`src/rtl/riscv_ctrl_pkg.sv`:
```
// Shared definitions for the RV32I multi-cycle control path.
// Holds the major opcode constants (same values the instruction decoder uses),
// the controller FSM state encoding, writeback-source select codes, trap cause
// codes, and the per-instruction control bundle latched in DECODE.
package riscv_ctrl_pkg;

  localparam logic [6:0] OP_LUI    = 7'b0110111;
  localparam logic [6:0] OP_AUIPC  = 7'b0010111;
  localparam logic [6:0] OP_JAL    = 7'b1101111;
  localparam logic [6:0] OP_JALR   = 7'b1100111;
  localparam logic [6:0] OP_BRANCH = 7'b1100011;
  localparam logic [6:0] OP_LOAD   = 7'b0000011;
  localparam logic [6:0] OP_STORE  = 7'b0100011;
  localparam logic [6:0] OP_OPIMM  = 7'b0010011;
  localparam logic [6:0] OP_OP     = 7'b0110011;
  localparam logic [6:0] OP_SYSTEM = 7'b1110011;

  typedef enum logic [2:0] {
    ST_FETCH     = 3'd0,
    ST_DECODE    = 3'd1,
    ST_EXECUTE   = 3'd2,
    ST_MEM       = 3'd3,
    ST_WRITEBACK = 3'd4,
    ST_TRAP      = 3'd7
  } state_e;

  localparam logic [1:0] WB_ALU = 2'd0;
  localparam logic [1:0] WB_MEM = 2'd1;
  localparam logic [1:0] WB_PC4 = 2'd2;

  localparam logic [1:0] TRAP_NONE    = 2'd0;
  localparam logic [1:0] TRAP_ECALL   = 2'd1;
  localparam logic [1:0] TRAP_ILLEGAL = 2'd2;
  localparam logic [1:0] TRAP_TIMEOUT = 2'd3;

  typedef struct packed {
    logic is_load;
    logic is_store;
    logic branch;
    logic jump;
  } ctrl_t;

endpackage

```
`src/rtl/mem_timeout_counter.sv`:
```
// Wait-cycle counter shared by the instruction-fetch and data-memory waits.
// Ports:
//   clk, rst_n     clock, asynchronous active-low reset
//   clr            restart the count (request completed or not waiting)
//   inc            a request cycle passed with ready still low
//   limit_reached  this waiting cycle is the LIMIT-th request cycle; the
//                  caller abandons the access unless ready is high now
// LIMIT = 0 disables the timeout entirely.
module mem_timeout_counter #(
  parameter int LIMIT = 0,
  parameter int WIDTH = 8
) (
  input  logic clk,
  input  logic rst_n,
  input  logic clr,
  input  logic inc,
  output logic limit_reached
);

  // The first request cycle sees a count of 0, so the LIMIT-th sees LIMIT-1.
  localparam logic [WIDTH-1:0] LAST = (LIMIT > 0) ? WIDTH'(LIMIT - 1) : '0;

  logic [WIDTH-1:0] count_q;

  always_ff @(posedge clk or negedge rst_n) begin
    if (!rst_n)
      count_q <= '0;
    else if (clr)
      count_q <= '0;
    else if (inc)
      count_q <= count_q + {{(WIDTH-1){1'b0}}, 1'b1};
  end

  assign limit_reached = (LIMIT != 0) && inc && (count_q == LAST);

endmodule

```
`src/rtl/multicycle_controller.sv`:
```
// Multi-cycle control FSM for the RV32I core: FETCH -> DECODE -> EXECUTE ->
// (MEM) -> (WRITEBACK) -> FETCH, with a sticky TRAP state.
// Ports:
//   clk, rst_n                  clock, asynchronous active-low reset
//   imem_req / imem_ready       instruction fetch handshake
//   dmem_req / dmem_we /
//   dmem_ready                  data memory handshake (we: 1 store, 0 load)
//   opcode, mem_to_reg,
//   mem_write_size, branch,
//   jump, decode_error          decoder control outputs, sampled in DECODE
//   branch_taken                comparator result, used in EXECUTE
//   ir_write, pc_write, pc_sel,
//   reg_write, wb_sel           datapath strobes and selects
//   state, halted, trap_cause   debug state, sticky trap flag and its cause
//   instret                     retired-instruction counter (wraps)
module multicycle_controller
  import riscv_ctrl_pkg::*;
#(
  parameter int WORD_SIZE     = 32,
  parameter int MEM_TIMEOUT   = 0,
  parameter int TIMEOUT_WIDTH = 8
) (
  input  logic                 clk,
  input  logic                 rst_n,
  output logic                 imem_req,
  input  logic                 imem_ready,
  output logic                 dmem_req,
  output logic                 dmem_we,
  input  logic                 dmem_ready,
  input  logic [6:0]           opcode,
  input  logic                 mem_to_reg,
  input  logic [1:0]           mem_write_size,
  input  logic                 branch,
  input  logic                 jump,
  input  logic                 decode_error,
  input  logic                 branch_taken,
  output logic                 ir_write,
  output logic                 pc_write,
  output logic                 pc_sel,
  output logic                 reg_write,
  output logic [1:0]           wb_sel,
  output logic [2:0]           state,
  output logic                 halted,
  output logic [1:0]           trap_cause,
  output logic [WORD_SIZE-1:0] instret
);

  state_e               state_q, state_d;
  ctrl_t                ctrl_q;
  logic [1:0]           cause_q, cause_d;
  logic [WORD_SIZE-1:0] instret_q;
  logic                 tmo_wait, tmo_limit;

  // A wait cycle is a request cycle whose ready is still low; any other
  // cycle (including the completing one) restarts the count.
  assign tmo_wait = ((state_q == ST_FETCH) && !imem_ready) ||
                    ((state_q == ST_MEM)   && !dmem_ready);

  mem_timeout_counter #(
    .LIMIT (MEM_TIMEOUT),
    .WIDTH (TIMEOUT_WIDTH)
  ) u_timeout (
    .clk           (clk),
    .rst_n         (rst_n),
    .clr           (!tmo_wait),
    .inc           (tmo_wait),
    .limit_reached (tmo_limit)
  );

  always_comb begin
    state_d   = state_q;
    cause_d   = cause_q;
    imem_req  = 1'b0;
    dmem_req  = 1'b0;
    dmem_we   = 1'b0;
    ir_write  = 1'b0;
    pc_write  = 1'b0;
    pc_sel    = 1'b0;
    reg_write = 1'b0;
    wb_sel    = WB_ALU;

    unique case (state_q)
      ST_FETCH: begin
        imem_req = 1'b1;
        if (imem_ready) begin
          ir_write = 1'b1;
          state_d  = ST_DECODE;
        end else if (tmo_limit) begin
          state_d = ST_TRAP;
          cause_d = TRAP_TIMEOUT;
        end
      end
      ST_DECODE: begin
        if (decode_error) begin
          state_d = ST_TRAP;
          cause_d = TRAP_ILLEGAL;
        end else if (opcode == OP_SYSTEM) begin
          state_d = ST_TRAP;
          cause_d = TRAP_ECALL;
        end else begin
          state_d = ST_EXECUTE;
        end
      end
      ST_EXECUTE: begin
        if (ctrl_q.branch) begin
          pc_write = 1'b1;
          pc_sel   = branch_taken;
          state_d  = ST_FETCH;
        end else if (ctrl_q.is_load || ctrl_q.is_store) begin
          state_d = ST_MEM;
        end else begin
          state_d = ST_WRITEBACK;
        end
      end
      ST_MEM: begin
        dmem_req = 1'b1;
        dmem_we  = ctrl_q.is_store;
        if (dmem_ready) begin
          if (ctrl_q.is_store) begin
            pc_write = 1'b1;
            state_d  = ST_FETCH;
          end else begin
            state_d = ST_WRITEBACK;
          end
        end else if (tmo_limit) begin
          state_d = ST_TRAP;
          cause_d = TRAP_TIMEOUT;
        end
      end
      ST_WRITEBACK: begin
        reg_write = 1'b1;
        wb_sel    = ctrl_q.is_load ? WB_MEM : (ctrl_q.jump ? WB_PC4 : WB_ALU);
        pc_write  = 1'b1;
        pc_sel    = ctrl_q.jump;
        state_d   = ST_FETCH;
      end
      ST_TRAP: begin
        state_d = ST_TRAP;
      end
      default: begin
        state_d = ST_FETCH;
      end
    endcase

    // While reset is held the state register already reads FETCH; gating
    // here keeps the fetch request and all strobes low until release.
    if (!rst_n) begin
      imem_req  = 1'b0;
      dmem_req  = 1'b0;
      dmem_we   = 1'b0;
      ir_write  = 1'b0;
      pc_write  = 1'b0;
      reg_write = 1'b0;
    end
  end

  always_ff @(posedge clk or negedge rst_n) begin
    if (!rst_n) begin
      state_q   <= ST_FETCH;
      cause_q   <= TRAP_NONE;
      instret_q <= '0;
    end else begin
      state_q <= state_d;
      cause_q <= cause_d;
      // Every retirement is marked by the single PC update of that instruction.
      if (pc_write)
        instret_q <= instret_q + {{(WORD_SIZE-1){1'b0}}, 1'b1};
    end
  end

  // Control bundle is only consumed after DECODE has written it.
  always_ff @(posedge clk) begin
    if (state_q == ST_DECODE) begin
      ctrl_q.is_load  <= mem_to_reg;
      ctrl_q.is_store <= |mem_write_size;
      ctrl_q.branch   <= branch;
      ctrl_q.jump     <= jump;
    end
  end

  assign state      = state_q;
  assign halted     = (state_q == ST_TRAP);
  assign trap_cause = cause_q;
  assign instret    = instret_q;

endmodule

```
`config.mk`:
```
export PLATFORM = sky130hd
export DESIGN_NAME = multicycle_controller
export DESIGN_NICKNAME = d
export VERILOG_FILES = /design/src/rtl/riscv_ctrl_pkg.sv /design/src/rtl/mem_timeout_counter.sv /design/src/rtl/multicycle_controller.sv
export SDC_FILE = /design/constraint.sdc
export NUM_CORES = 1
export LEC_CHECK = 0
export CAP_MARGIN = 10
export CORE_MARGIN = 5
export CORE_UTILIZATION = 51
export CTS_BUF_LIST = sky130_fd_sc_hd__clkbuf_8
export CTS_CLUSTER_SIZE = 25
export DETAILED_ROUTE_END_ITERATION = 16
export GPL_TIMING_DRIVEN = 0
export PLACE_DENSITY_LB_ADDON = 0.25
export RECOVER_POWER = 25
export SYNTH_ARGS = -nofsm -noshare
export SYNTH_HDL_FRONTEND = slang
export SYNTH_HIERARCHICAL = 1
export SYNTH_SLANG_ARGS = --single-unit
```
`constraint.sdc`:
```
create_clock -name clk -period 2.8 [get_ports clk]
set_clock_uncertainty 0.05 [all_clocks]
set_input_delay 0.56 -clock clk [delete_from_list [all_inputs] [get_ports clk]]
set_output_delay 0.56 -clock clk [all_outputs]
set_load 0.02 [all_outputs]
```
Word level (Yosys, flattened, before mapping)
Cells that the tools add are included.
- flip-flop bits (word level): 41
- input bits: 18
- bits in latches: 0
- memories kept: 0
- memory bits (writable): 0
- ROM bits: 0
- output and inout bits: 47
- reductions and logical operators: 6
- divide/modulo/power cells: 0
- magnitude comparators: 0
- $add $sub $neg: 1
- shift-type cells: 0
- muxes and demuxes: 31
- equality and inequality tests: 8
- bitwise gates (word level): 0
- $mul: 0
- operator list (kind ; count):
    $add 32x1->32 const B ; 1
    $mux 3 ; 7
    $mux 1 ; 16
    $pmux 3 s5 ; 1
    $mux 2 ; 5
    $eq 7x7->1 const B ; 1
    $eq 3x2->1 const B ; 2
    $eq 3x3->1 const B ; 2
    $ne 2x2->1 const B ; 2
    $reduce_and 2->1 ; 2
    $eq 3x1->1 const B ; 1
    $logic_not 3->1 ; 1
    $pmux 1 s3 ; 1
    $pmux 1 s2 ; 1
    $reduce_bool 2->1 ; 1
    $reduce_or 2->1 ; 1
    $logic_or 1x1->1 ; 1

Depth between registers and ports, before layout
- depth after elaboration: 4
- depth in mapped cells: 6
- depth with buffers taken out: 5

Hierarchy
The synthesis kept the hierarchy.
- modules (own cells, without submodules) (module ; area each (um^2) ; instances ; cells each ; sequential area each (um^2)):
    multicycle_controller ; 2038.2 ; 1 ; 191 ; 1046.0
    mem_timeout_counter ; 11.3 ; 1 ; 2 ; 0.0

Worst setup path before layout
No wires, ideal clock.
- path kind: register to output
- start point: reg state_q[1] (netlist: state[1])
- end point: out ir_write
- path slack: 0.612 ns
- arrival: 1.578 ns
- data required time: 2.190 ns
- stages on the path, launching flop included: 4
- buffers on the path: 1
- cells stage by stage: dfrtp_1 -> clkbuf_1 -> nor3_1 -> and2_1
- longest elaborated chain between the ends: 3
- RTL lines (item ; RTL line ; source):
    start: declaration ; multicycle_controller.sv:48 ; state_e state_q, state_d;
    start signal: assignment ; multicycle_controller.sv:163 ; state_q <= state_d;
    $logic_not 3->1 ; multicycle_controller.sv:82 ; unique case (state_q)
    $mux 1 ; multicycle_controller.sv:82 ;
    $mux 1 ; multicycle_controller.sv:147 ; if (!rst_n) begin
    end: declaration ; multicycle_controller.sv:37 ; output logic ir_write,
No other way between the ends.

Worst setup path in the final report
- start point: reg state_q[2] (netlist: state[2])
- end point: out ir_write
Same word-level chain as after synthesis.

==> impl_table.tex <==
\begin{tabular}{lr}
\hline
Metric & Value \\
\hline
\multicolumn{2}{l}{\textbf{Clock tree}} \\
\quad CTS tree & yes \\
\quad Buffers from clock root to sink, at most & 2 \\
\quad Sinks on the clock net & 41 \\
\quad Cts hold-fix bufs & 0 \\
\quad CTS H-Tree Depth & 2 \\
\quad Clock latency on the worst-skew pair & 0.30 ns \\
\quad Master cell of the clock root buffer & clkbuf\_8 \\
\quad Count of buffers added by post-CTS timing repair for setup & 0 \\
\quad Cells resized by post-CTS repair & 4 \\
\quad Clock buffer count from CTS & 5 \\
\quad Clock slew seen by the registers of the worst setup and hold paths & 0.08 ns \\
\multicolumn{2}{l}{\textbf{Global route}} \\
\quad Number of antenna violations at the first check in global routing & 0 \\
\quad Maximum number of pins on one net before global-route repair & 40 \\
\quad Global router's overall resource usage & 19.1\% \\
\quad Global route total overflow & 0 \\
\quad Vias in the first global route & 1633 \\
\quad First-pass GRT wire length & 7.80 mm \\
\multicolumn{2}{l}{\textbf{Routing}} \\
\quad Ratio of routed vias to standard cells & 5.38 \\
\quad Routed len/inst & 14.7 um \\
\quad Antenna viol nets, final & 0 \\
\quad Routed wire length & 4.60 mm \\
\quad Wire length on met1 & 2.05 mm \\
\quad DR vias & 1677 \\
\quad Met3 routed wirelength & 200 um \\
\quad Highest Signal Layer & met4 \\
\quad Drt initial violations & 107 \\
\quad Number of detailed-route iterations in the first pass & 4 \\
\quad Amount of wire on met2 after detailed routing & 2.27 mm \\
\quad Post-detailed-route DRC marker count & 0 \\
\multicolumn{2}{l}{\textbf{Power and ir drop}} \\
\quad Cell Int Power & 1.20 mW \\
\quad Clock share of power & 22.0\% \\
\quad Maximum ir drop on the vdd rail & 0.482 mV \\
\quad Switching part of the total & 34.6\% \\
\quad Leakage component of the power & 1.16 nW \\
\quad Sequential power share & 42.0\% \\
\quad Sw power & 0.636 mW \\
\quad PwrDens & 647 nW/um\^{}2 \\
\quad Share of power burned in combinational logic & 36.0\% \\
\multicolumn{2}{l}{\textbf{Synthesis}} \\
\quad Cells after synthesis & 190 \\
\quad Mapped Avg Cell Area & 10.7 um\^{}2 \\
\quad Synthesized net count & 209 \\
\quad Count of synthesis-stage warnings from yosys & 6 \\
\quad Total standard cell area after synthesis & 2040 um\^{}2 \\
\multicolumn{2}{l}{\textbf{Placement}} \\
\quad HPWL after detailed placement & 3.40 mm \\
\quad Number of port buffers & 64 \\
\quad Routability cong. & 0.843 \\
\multicolumn{2}{l}{\textbf{Critical path}} \\
\quad Category of the worst setup path capture point & output port \\
\quad Library cell contributing the largest single delay on the critical path & clkdlybuf4s50\_1 \\
\quad Setup CP Type & register to output port \\
\quad Reg2Reg Depth & 5 \\
\quad Worst r2r dst & trap\_cause[1] \\
\quad Critical Path Fanout Max & 9 \\
\quad Data arrival time at the worst-slack endpoint & 2.01 ns \\
\quad Crit path required time & 2.19 ns \\
\quad R2R setup slack & 0.59 ns \\
\quad Cell-by-cell trace of the critical path & clkbuf\_1 > nor3\_1 > and2\_1 > clkdlybuf4s50\_1 \\
\quad Type of element launching the critical path & register \\
\quad Slowest stage delay, CP & 0.60 ns \\
\quad Critical register-to-register path startpoint & state[2] \\
\multicolumn{2}{l}{\textbf{Cells and area}} \\
\quad Total of fill cells in the finished design & 297 \\
\quad Number of nets at the end of the flow & 280 \\
\quad Area delta synth->final & 39.5\% \\
\quad Register area & 1050 um\^{}2 \\
\quad Antenna diode count & 0 \\
\quad Fraction of layout instances using a drive strength above 1 & 9.16\% \\
\quad Most used cells in the layout excluding fill and tap cells & clkdlybuf4s50\_1 (62), dfrtp\_1 (37), xnor2\_1 (27), nand2\_1 (15), nand3\_1 (15) \\
\quad Util after Layout & 72.1\% \\
\quad Most common library cell in the layout ignoring fill and taps & clkdlybuf4s50\_1 \\
\quad Area occupied by multi-input gates & 933 um\^{}2 \\
\multicolumn{2}{l}{\textbf{STA}} \\
\quad Setup repair after global routing missed its margin & no \\
\quad Final cycle utilization of the critical path & 93.6\% \\
\quad Slew HR & 34.2\% \\
\quad Final number of hold-violating endpoints & 0 \\
\quad Sum of negative setup slack & 0 ns \\
\quad Max-slew violation total from the final report & 0 \\
\quad Setup violation total in the final timing report & 0 \\
\quad Clock period minus final worst setup slack & 2.62 ns \\
\quad Worst slew pin tran & 0.986 ns \\
\quad Peak clock frequency supported by timing & 0.381 GHz \\
\multicolumn{2}{l}{\textbf{Floorplan}} \\
\quad Core area & 3940 um\^{}2 \\
\quad Die Width & 73.2 um \\
\quad Starting Density & 51.7\% \\
\quad DIE AREA & 5360 um\^{}2 \\
\quad Die height & 73.2 um \\
\quad Site row count & 23 \\
\quad Number of top-level design ports & 65 \\
\multicolumn{2}{l}{\textbf{Flow run}} \\
\quad Number of max-cap violations & 0 \\
\multicolumn{2}{l}{\textbf{Hold path}} \\
\quad Path class of the lowest-slack min-delay path & input port to async pin \\
\multicolumn{2}{l}{\textbf{Run status}} \\
\quad Status & completed \\
\hline
\end{tabular}
[per-layer routing]
layer,vias to the layer above,track usage (%)
li1,808,-
met1,826,25.5
met2,36,29.8
met3,7,4.13
met4,0,8.61
met5,-,0
[power by group through the flow]
| stage | Clock [mW] | Sequential, mW | Combinational (mW) |
|---|---|---|---|
| floorplan | 0 | 0.840 | 0.321 |
| global placement | 0 | 0.783 | 0.657 |
| detailed placement | 0 | 0.783 | 0.667 |
| CTS | 0.414 | 0.772 | 0.667 |
| global route | 0.434 | 0.785 | 0.723 |
| finish | 0.405 | 0.772 | 0.661 |
[registers in the layout, summed over array words and instances, names as in the netlist]
signal	count
ctrl_q	4
instret	32
state	3
trap_cause	2
[critical path, delay by kind of cell, from the launching register on]
kind	cells	cell delay (ns)
buffers and inverters	2	0.83
DFF	1	0.46
and+or+nand+nor	2	0.43
[layout make-up]
type,instances,share of cell area (%)
plain buffers,7,1.54
clock buffers,6,2.91
clock inverters,2,0.484
inverters,4,0.528
multi-input cells,138,32.8
flip-flops and latches,41,36.8
well taps,50,2.20
repair buffers,64,22.7
[worst max-delay path by stage]
| stage | from | to | slack, ns |
|---|---|---|---|
| after global routing | state[2] | ir_write | 0.003 |
| after CTS | state[1] | pc_sel | 0.1 |
| after global placement | rst_n | pc_write | -1.56 |
| after detailed placement | rst_n | pc_write | -0.48 |
| final | state[2] | ir_write | 0.18 |
| after floorplan | state[1] | ir_write | 0.61 |
[metrics by stage]
stage	setup WS, ns	power, mW	cells	area (um^2)	hold WS (ns)
CTS	0.0984	1.85	312	2840	0.0712
detailed placement	-0.477	1.45	304	2740	0.416
floorplan	0.612	1.16	190	2040	0.214
finish	0.179	1.84	312	2840	0.0658
global placement	-1.56	1.44	304	2740	0.412
global route	0.00300	1.94	312	2840	0.0865
Power figures use the tool's default switching activity.
